**src/rtl/pressure_classifier.sv**
```systemverilog
// Debounced, hysteretic pressure-level classifier feeding the compressor alternator.
// Define PRESS_WDOG_EN to build the stalled-sensor watchdog that drives Fault.
module pressure_classifier #(
    parameter int W       = 8,
    parameter int TH_A    = 200,
    parameter int TH_B    = 100,
    parameter int TH_MB   = 50,
    parameter int HYST    = 10,
    parameter int DEB     = 3,
    parameter int TIMEOUT = 1000
) (
    input  logic         Clk,
    input  logic         Reset,
    input  logic         SampleValid,
    input  logic [W-1:0] Sample,
    output logic         PA,
    output logic         PB,
    output logic         PMB,
    output logic         Changed,
    output logic         Fault
);

    localparam int CW  = $clog2(DEB + 1);
    localparam int CW1 = CW + 1;

    localparam logic [W-1:0] A_HI  = W'(TH_A);
    localparam logic [W-1:0] A_LO  = W'(TH_A - HYST);
    localparam logic [W-1:0] B_LO  = W'(TH_B);
    localparam logic [W-1:0] B_HI  = W'(TH_B + HYST);
    localparam logic [W-1:0] MB_LO = W'(TH_MB);
    localparam logic [W-1:0] MB_HI = W'(TH_MB + HYST);
    localparam logic [CW:0]  DEB_C = CW1'(DEB);

    typedef enum logic [1:0] {
        NORMAL  = 2'd0,
        ALTA    = 2'd1,
        BAJA    = 2'd2,
        MUYBAJA = 2'd3
    } level_t;

    level_t        state_r;
    level_t        cand_r;
    level_t        target_s;
    logic [CW-1:0] cnt_r;
    logic [CW:0]   cnt_inc_s;
    logic [2:0]    flags_r;
    logic          changed_r;

    // One-hot {PA,PB,PMB} code for a level; only these four codes exist.
    function automatic logic [2:0] level_flags(input level_t lvl);
        logic [2:0] f;
        case (lvl)
            ALTA:    f = 3'b100;
            BAJA:    f = 3'b010;
            MUYBAJA: f = 3'b001;
            default: f = 3'b000;
        endcase
        return f;
    endfunction

    // Target level: holding the current band first gives hysteresis.
    always_comb begin
        target_s = NORMAL;
        if (state_r == ALTA && Sample >= A_LO) begin
            target_s = ALTA;
        end else if (state_r == BAJA && Sample > MB_LO && Sample <= B_HI) begin
            target_s = BAJA;
        end else if (state_r == MUYBAJA && Sample <= MB_HI) begin
            target_s = MUYBAJA;
        end else if (Sample >= A_HI) begin
            target_s = ALTA;
        end else if (Sample <= MB_LO) begin
            target_s = MUYBAJA;
        end else if (Sample <= B_LO) begin
            target_s = BAJA;
        end else begin
            target_s = NORMAL;
        end
    end

    assign cnt_inc_s = {1'b0, cnt_r} + CW1'(1);

    // Debounce: a level commits only after DEB agreeing valid samples.
    always_ff @(posedge Clk or posedge Reset) begin
        if (Reset) begin
            state_r   <= NORMAL;
            cand_r    <= NORMAL;
            cnt_r     <= CW'(0);
            flags_r   <= 3'b000;
            changed_r <= 1'b0;
        end else begin
            changed_r <= 1'b0;
            if (SampleValid) begin
                if (target_s == state_r) begin
                    cnt_r <= CW'(0);
                end else if (target_s == cand_r) begin
                    if (cnt_inc_s == DEB_C) begin
                        state_r   <= target_s;
                        flags_r   <= level_flags(target_s);
                        cnt_r     <= CW'(0);
                        changed_r <= 1'b1;
                    end else begin
                        cnt_r <= cnt_inc_s[CW-1:0];
                    end
                end else begin
                    cand_r <= target_s;
                    if (DEB == 1) begin
                        state_r   <= target_s;
                        flags_r   <= level_flags(target_s);
                        cnt_r     <= CW'(0);
                        changed_r <= 1'b1;
                    end else begin
                        cnt_r <= CW'(1);
                    end
                end
            end
        end
    end

    assign PA      = flags_r[2];
    assign PB      = flags_r[1];
    assign PMB     = flags_r[0];
    assign Changed = changed_r;

`ifdef PRESS_WDOG_EN
    localparam int TW = $clog2(TIMEOUT + 1);

    logic [TW-1:0] wdog_r;
    logic          fault_r;

    // Idle-cycle counter; saturates at TIMEOUT and latches Fault until the next sample.
    always_ff @(posedge Clk or posedge Reset) begin
        if (Reset) begin
            wdog_r  <= TW'(0);
            fault_r <= 1'b0;
        end else if (SampleValid) begin
            wdog_r  <= TW'(0);
            fault_r <= 1'b0;
        end else if (wdog_r != TW'(TIMEOUT)) begin
            wdog_r <= wdog_r + TW'(1);
            if (wdog_r == TW'(TIMEOUT - 1)) begin
                fault_r <= 1'b1;
            end
        end
    end

    assign Fault = fault_r;
`else
    assign Fault = 1'b0;
`endif

endmodule

```
**config.mk**
```make
export PLATFORM = sky130hd
export DESIGN_NAME = pressure_classifier
export DESIGN_NICKNAME = d
export VERILOG_FILES = /design/src/rtl/pressure_classifier.sv
export SDC_FILE = /design/constraint.sdc
export NUM_CORES = 1
export LEC_CHECK = 0
export ABC_AREA = 1
export CAP_MARGIN = 25
export CORE_UTILIZATION = 52
export DETAILED_ROUTE_END_ITERATION = 8
export GPL_TIMING_DRIVEN = 0
export PLACE_DENSITY = 0.8
export REMOVE_ABC_BUFFERS = 1
export SLEW_MARGIN = 20
export SYNTH_ARGS = -nofsm -noshare
export SYNTH_HDL_FRONTEND = slang
export SYNTH_SLANG_ARGS = --single-unit
```
**constraint.sdc**
```tcl
create_clock -name Clk -period 2.05 [get_ports Clk]
set_input_delay 0.3075 -clock Clk [delete_from_list [all_inputs] [get_ports Clk]]
set_output_delay 0.3075 -clock Clk [all_outputs]
set_load 0.02 [all_outputs]
```
======== After elaboration in Yosys (flattened, before gate mapping) ========
Cells that the tools add are included.
W data, S select, Z words.
cells by class
  $add $sub $neg .......................... 1
  $lt $le $gt $ge ......................... 7
  equality and inequality tests ........... 9
  muxes and demuxes ....................... 14
  bitwise gates (word level) .............. 2
  reduce and logical (&&, ||, !) cells .... 6
operator list
  operator               number
  $mux W2                9
  $ge A8 B8 Y1 const B   2
  $le A8 B6 Y1 const B   2
  $le A8 B7 Y1 const B   2
  $pmux W3 S3            1
  $eq A2 B2 Y1 const B   4
  $gt A8 B6 Y1 const B   1
  $eq A2 B1 Y1 const B   2
  $eq A2 B2 Y1           2
  $logic_and A1 B1 Y1    4
  $mux W1                4
  $reduce_and A4 Y1      1
  $add A2 B1 Y3 const B  1
  $eq A3 B2 Y1 const B   1
  $reduce_and A3 Y1      1
  $not A1 Y1             2
storage, ports and cells
  register bits ........................... 10
  input port bits ......................... 11
  output and inout bits ................... 5
  word-level logic and storage cells ...... 44

======== Longest topological paths before layout ========
  depth after elaboration ................. 11
  gate-level depth with buffers ........... 14
  gate-level depth less buffers ........... 14

======== Least setup slack after synthesis ========
OpenSTA, ideal clock, no wires.
  path kind ............................... reg-to-reg
  start point ............................. reg state_r[0]
  end point ............................... reg state_r[1]
  data arrival time ....................... 1.467 ns
  data required time ...................... 1.985 ns
  setup slack ............................. 0.518 ns
  cell stages (with the launch flop) ...... 12
  buffers on the path ..................... 0
  path through ............................ dfrtp_1 -> inv_1 -> nand2_1 -> nor2_2 -> nand2_2 -> o21ai_4 -> nand2_1 -> nand2_2 -> nand3_4 -> nor2_8 -> nand2_1 -> nand2_1
between the ends
  cells in the longest elaborated chain, start to end .. 8
  elaborated cells on any way between the ends .. 14
  those cells by class .................... 5 x eq/ne; 3 x mux; 1 x bitwise; 5 x reduce/logical
RTL lines
  element                                                line    RTL
  start, declared                                        41      level_t state_r;
  start signal, assigned                                 98      state_r <= target_s;
  start signal, assigned                                 108     state_r <= target_s;
  $eq A2 B2 Y1, on equally long branches                 68, 66
  $logic_and A1 B1 Y1, on equally long branches          68, 66
  $mux W2 / $logic_and A1 B1 Y1 (equally long branches)  68, 66
  $mux W2                                                66      end else if (state_r == BAJA && Sample > MB_LO && Sample <= B_HI) begin
  $mux W2                                                64      if (state_r == ALTA && Sample >= A_LO) begin
  $eq A2 B2 Y1                                           94      if (target_s == state_r) begin
  $not A1 Y1 (no source line)                            --
  $reduce_and A4 Y1 (no source line)                     --
Parallel ways exist; a longest one is shown, timed or not.
A chain may end at the register's enable or synchronous reset.

======== Worst setup path in the final report ========
  start point ............................. in Sample[6]
  end point ............................... reg flags_r[1]
between the ends
  cells in the longest elaborated chain, start to end .. 10
  elaborated cells on any way between the ends .. 25
  those cells by class .................... 7 x order compare; 5 x eq/ne; 7 x mux; 1 x bitwise; 5 x reduce/logical
RTL lines
  element                             line  RTL
  start, declared                     15    input logic [W-1:0] Sample,
  $le A8 B7 Y1                        74    end else if (Sample <= B_LO) begin
  $mux W2                             74
  $mux W2                             72    end else if (Sample <= MB_LO) begin
  $mux W2                             70    end else if (Sample >= A_HI) begin
  $mux W2                             68    end else if (state_r == MUYBAJA && Sample <= MB_HI) begin
  $mux W2                             66
  $mux W2 *                           64
  $eq A2 B2 Y1                        94
  $not A1 Y1 (no source line)         --
  $reduce_and A4 Y1 (no source line)  --
  end signal, assigned                99    flags_r <= level_flags(target_s);
  end signal, assigned                109   flags_r <= level_flags(target_s);
  end, declared                       46    logic [2:0] flags_r;
Every way passes the cells marked *; elsewhere a longest branch is shown, timed or not.

==> run metrics <==
status=finished, final reports clean; Tmin final=1930 ps; kind of cell adding the most delay to the critical path=simple AND/OR/NAND/NOR gates; Leakage Power=0.592 nW; Hold Violations, Final=0; cells along the critical path=clkdlybuf4s50_1, nor2_1, o21ai_1, nand2_1, nand2_2, nand3_4, nand2_1, nand2_2, nand3_4, nor2_8, nand2_1, nand2_1; GP Congestion=0.874; n_diodes=0; vias=825; Primary FF master, synth=dfrtp_1; Critical Path AT=2120 ps; skew final=0.846 ps; Post-synth EDFFs=0; Worst-Skew Late Latency=250 ps; Synth-to-Final Area Change=19.5%; placed cells=170; global route overflow=0; Crit. End Element=register; critical path class=in2reg; Fmax=0.518 GHz; buffers plus inverters on the worst setup path=1; IO Count=16; Final Cycle Share=94.1%; largest net degree at the start of global routing=13; unrepaired setup endpoints after global routing=no; initial antenna violation count=0; VDD IR max=0.578 mV; Total Wirelength=1810 um; antenna-violating nets left=0; switch share=42.8%; Synth Cell Area=928 um2; logic gate share of total power=52.2%; top cells by count, synth=nand2_1, inv_1, nor2_1, nand2_2, dfrtp_1; layout cell share with drive strength beyond 1=26.2%; Critical R2R Capture=flags_r[1]; Yosys cell types=23; hold crit path type=in2async; area share of the largest cell type after synthesis=27.0%; # setup viols final=0; Clock Power Share=13.6%; Final Hold Slack=333 ps; starting density of the core=58.2%; worst r2r src=state_r[0]; FF-to-FF path depth=11; number of vias per cell=4.77; placed wire-length estimate=1510 um; crit-path max FO=7; Cell Count, Final, Fillers Out=173; post-synthesis register bit count=10; most common cell in the synthesized netlist=nand2_1; Internal Pwr Total=0.000527 W; share of flip-flops with an asynchronous set or reset=100%; CTS buffer count=3; slowest cell delay on critical path=490 ps; Die Span Y=44.3 um; post-synthesis average cell area=6.93 um2; Post-Place Cell Area=1080 um2; die area=1960 um2; Die Wd=44.3 um; Final TNS setup=0 ps; CTS sink count=10; I/O Buffers=14; CP required=2240 ps; Seq pwr share=34.2%; slowest CP cell=clkdlybuf4s50_1; Yosys Warn Count=0; clock buffer depth=2; max-cap viol count=0; drt drc=0; Mapped Cells=134; core area=1590 um2; post-synthesis sequential area ratio=27.0%; sw power=0.000395 W; first-pass GRT wire length=3110 um; reg2reg setup slack=260 ps; H-tree depth=1; CTS clk-pin slew, worst paths=60 ps; Slew Viols, Final=0; top post-synthesis cells by area=dfrtp_1, nand2_1, inv_1; GR Util All Layers=21.2%; root buf cell=clkbuf_4; routed len/inst=10.5 um; nets=162; most frequent CP cell=nand2_1; drt first pass iters=4; design area=1110 um2; layout filler cell count=149; CTS tree=done; post-synth top area cell=dfrtp_1; Power Density=831 nW/um2; # rows=14; vias in the first global route=793; DRC marker count from the first detailed-route iteration=11; Setup crit start kind=input port; postcts setup bufs=0
## state kept, by name, indices dropped and copies added (netlist names)
| signal | cells |
|---|---|
| Changed | 1 |
| cnt_r | 2 |
| flags_r | 3 |
| state_r | 2 |
| cand_r | 2 |
## stage by stage
stage | util [%] | worst slack, ps | power (W)
6_report | 69.6 | 121 | 0.000922
5_1_grt | 69.6 | 8.75 | 0.000996
4_1_cts | 69.2 | 85.5 | 0.000925
3_5_place_dp | 67.7 | -187 | 0.000796
3_3_place_gp | 67.7 | -110 | 0.000781
2_1_floorplan | - | 518 | 0.000666
## power by group through the flow
stage          logic, W  clock network (W)  registers [W]
3_3_place_gp   0.000469                  0       0.000312
4_1_cts        0.000484           0.000129       0.000312
2_1_floorplan  0.000333                  0       0.000332
6_report       0.000481           0.000126       0.000315
3_5_place_dp   0.000482                  0       0.000314
5_1_grt        0.000531           0.000144       0.000322
## what timing repair did
action | CTS | global route
gates resized for setup | 0 | 3
hold buffers | 0 | 0
setup endpoints to repair | 0 | 7
## cells by family (layout without fill, tap and decap cells)
logic type	Yosys count	count (layout)	synth area share, %
simple gates	84	84	47.6
buf+inv	25	40	11.3
other cells	1	1	0.404
flops	10	10	27.0
compound gates	14	14	13.7
## layout make-up
class / count / area (um2) / area share, %
multi-input combinational: 99 / 576 / 51.9
sequential: 10 / 250 / 22.5
timing repair buffer: 14 / 145 / 13.1
inverter: 23 / 86.3 / 7.78
tap: 24 / 30.0 / 2.71
clock buffer: 3 / 22.5 / 2.03
## how the worst max path moves through the flow
stage,end,slack [ps],cells past startpoint,start
global placement,flags_r[2],-110,15,Sample[4]
global route,state_r[0],9,15,Sample[3]
detailed placement,flags_r[1],-190,13,Sample[5]
CTS,flags_r[0],90,13,Sample[5]
floorplan,state_r[1],520,11,state_r[0]
finish,flags_r[1],120,12,Sample[6]
## layout by cell type, fill, tap and decap left out, drive strengths merged
master         instances
dlymetal6s2s           2
a21oi                  3
clkbuf                 3
nor2                  18
nor3                   1
nand3                  5
conb                   1
o21ai                  6
nand4                  4
inv                   23
o21bai                 5
clkdlybuf4s50         12
nand2                 56
dfrtp                 10
## routing by layer
metal / global-route usage [%] / wire (um) / up-vias
met4: 9.09 / 0 / 0
met5: 0 / 0 / -
li1: - / - / 444
met3: 3.27 / 60 / 0
met1: 26.2 / 819 / 365
met2: 36.5 / 928 / 16
Power figures use the tool's default switching activity.
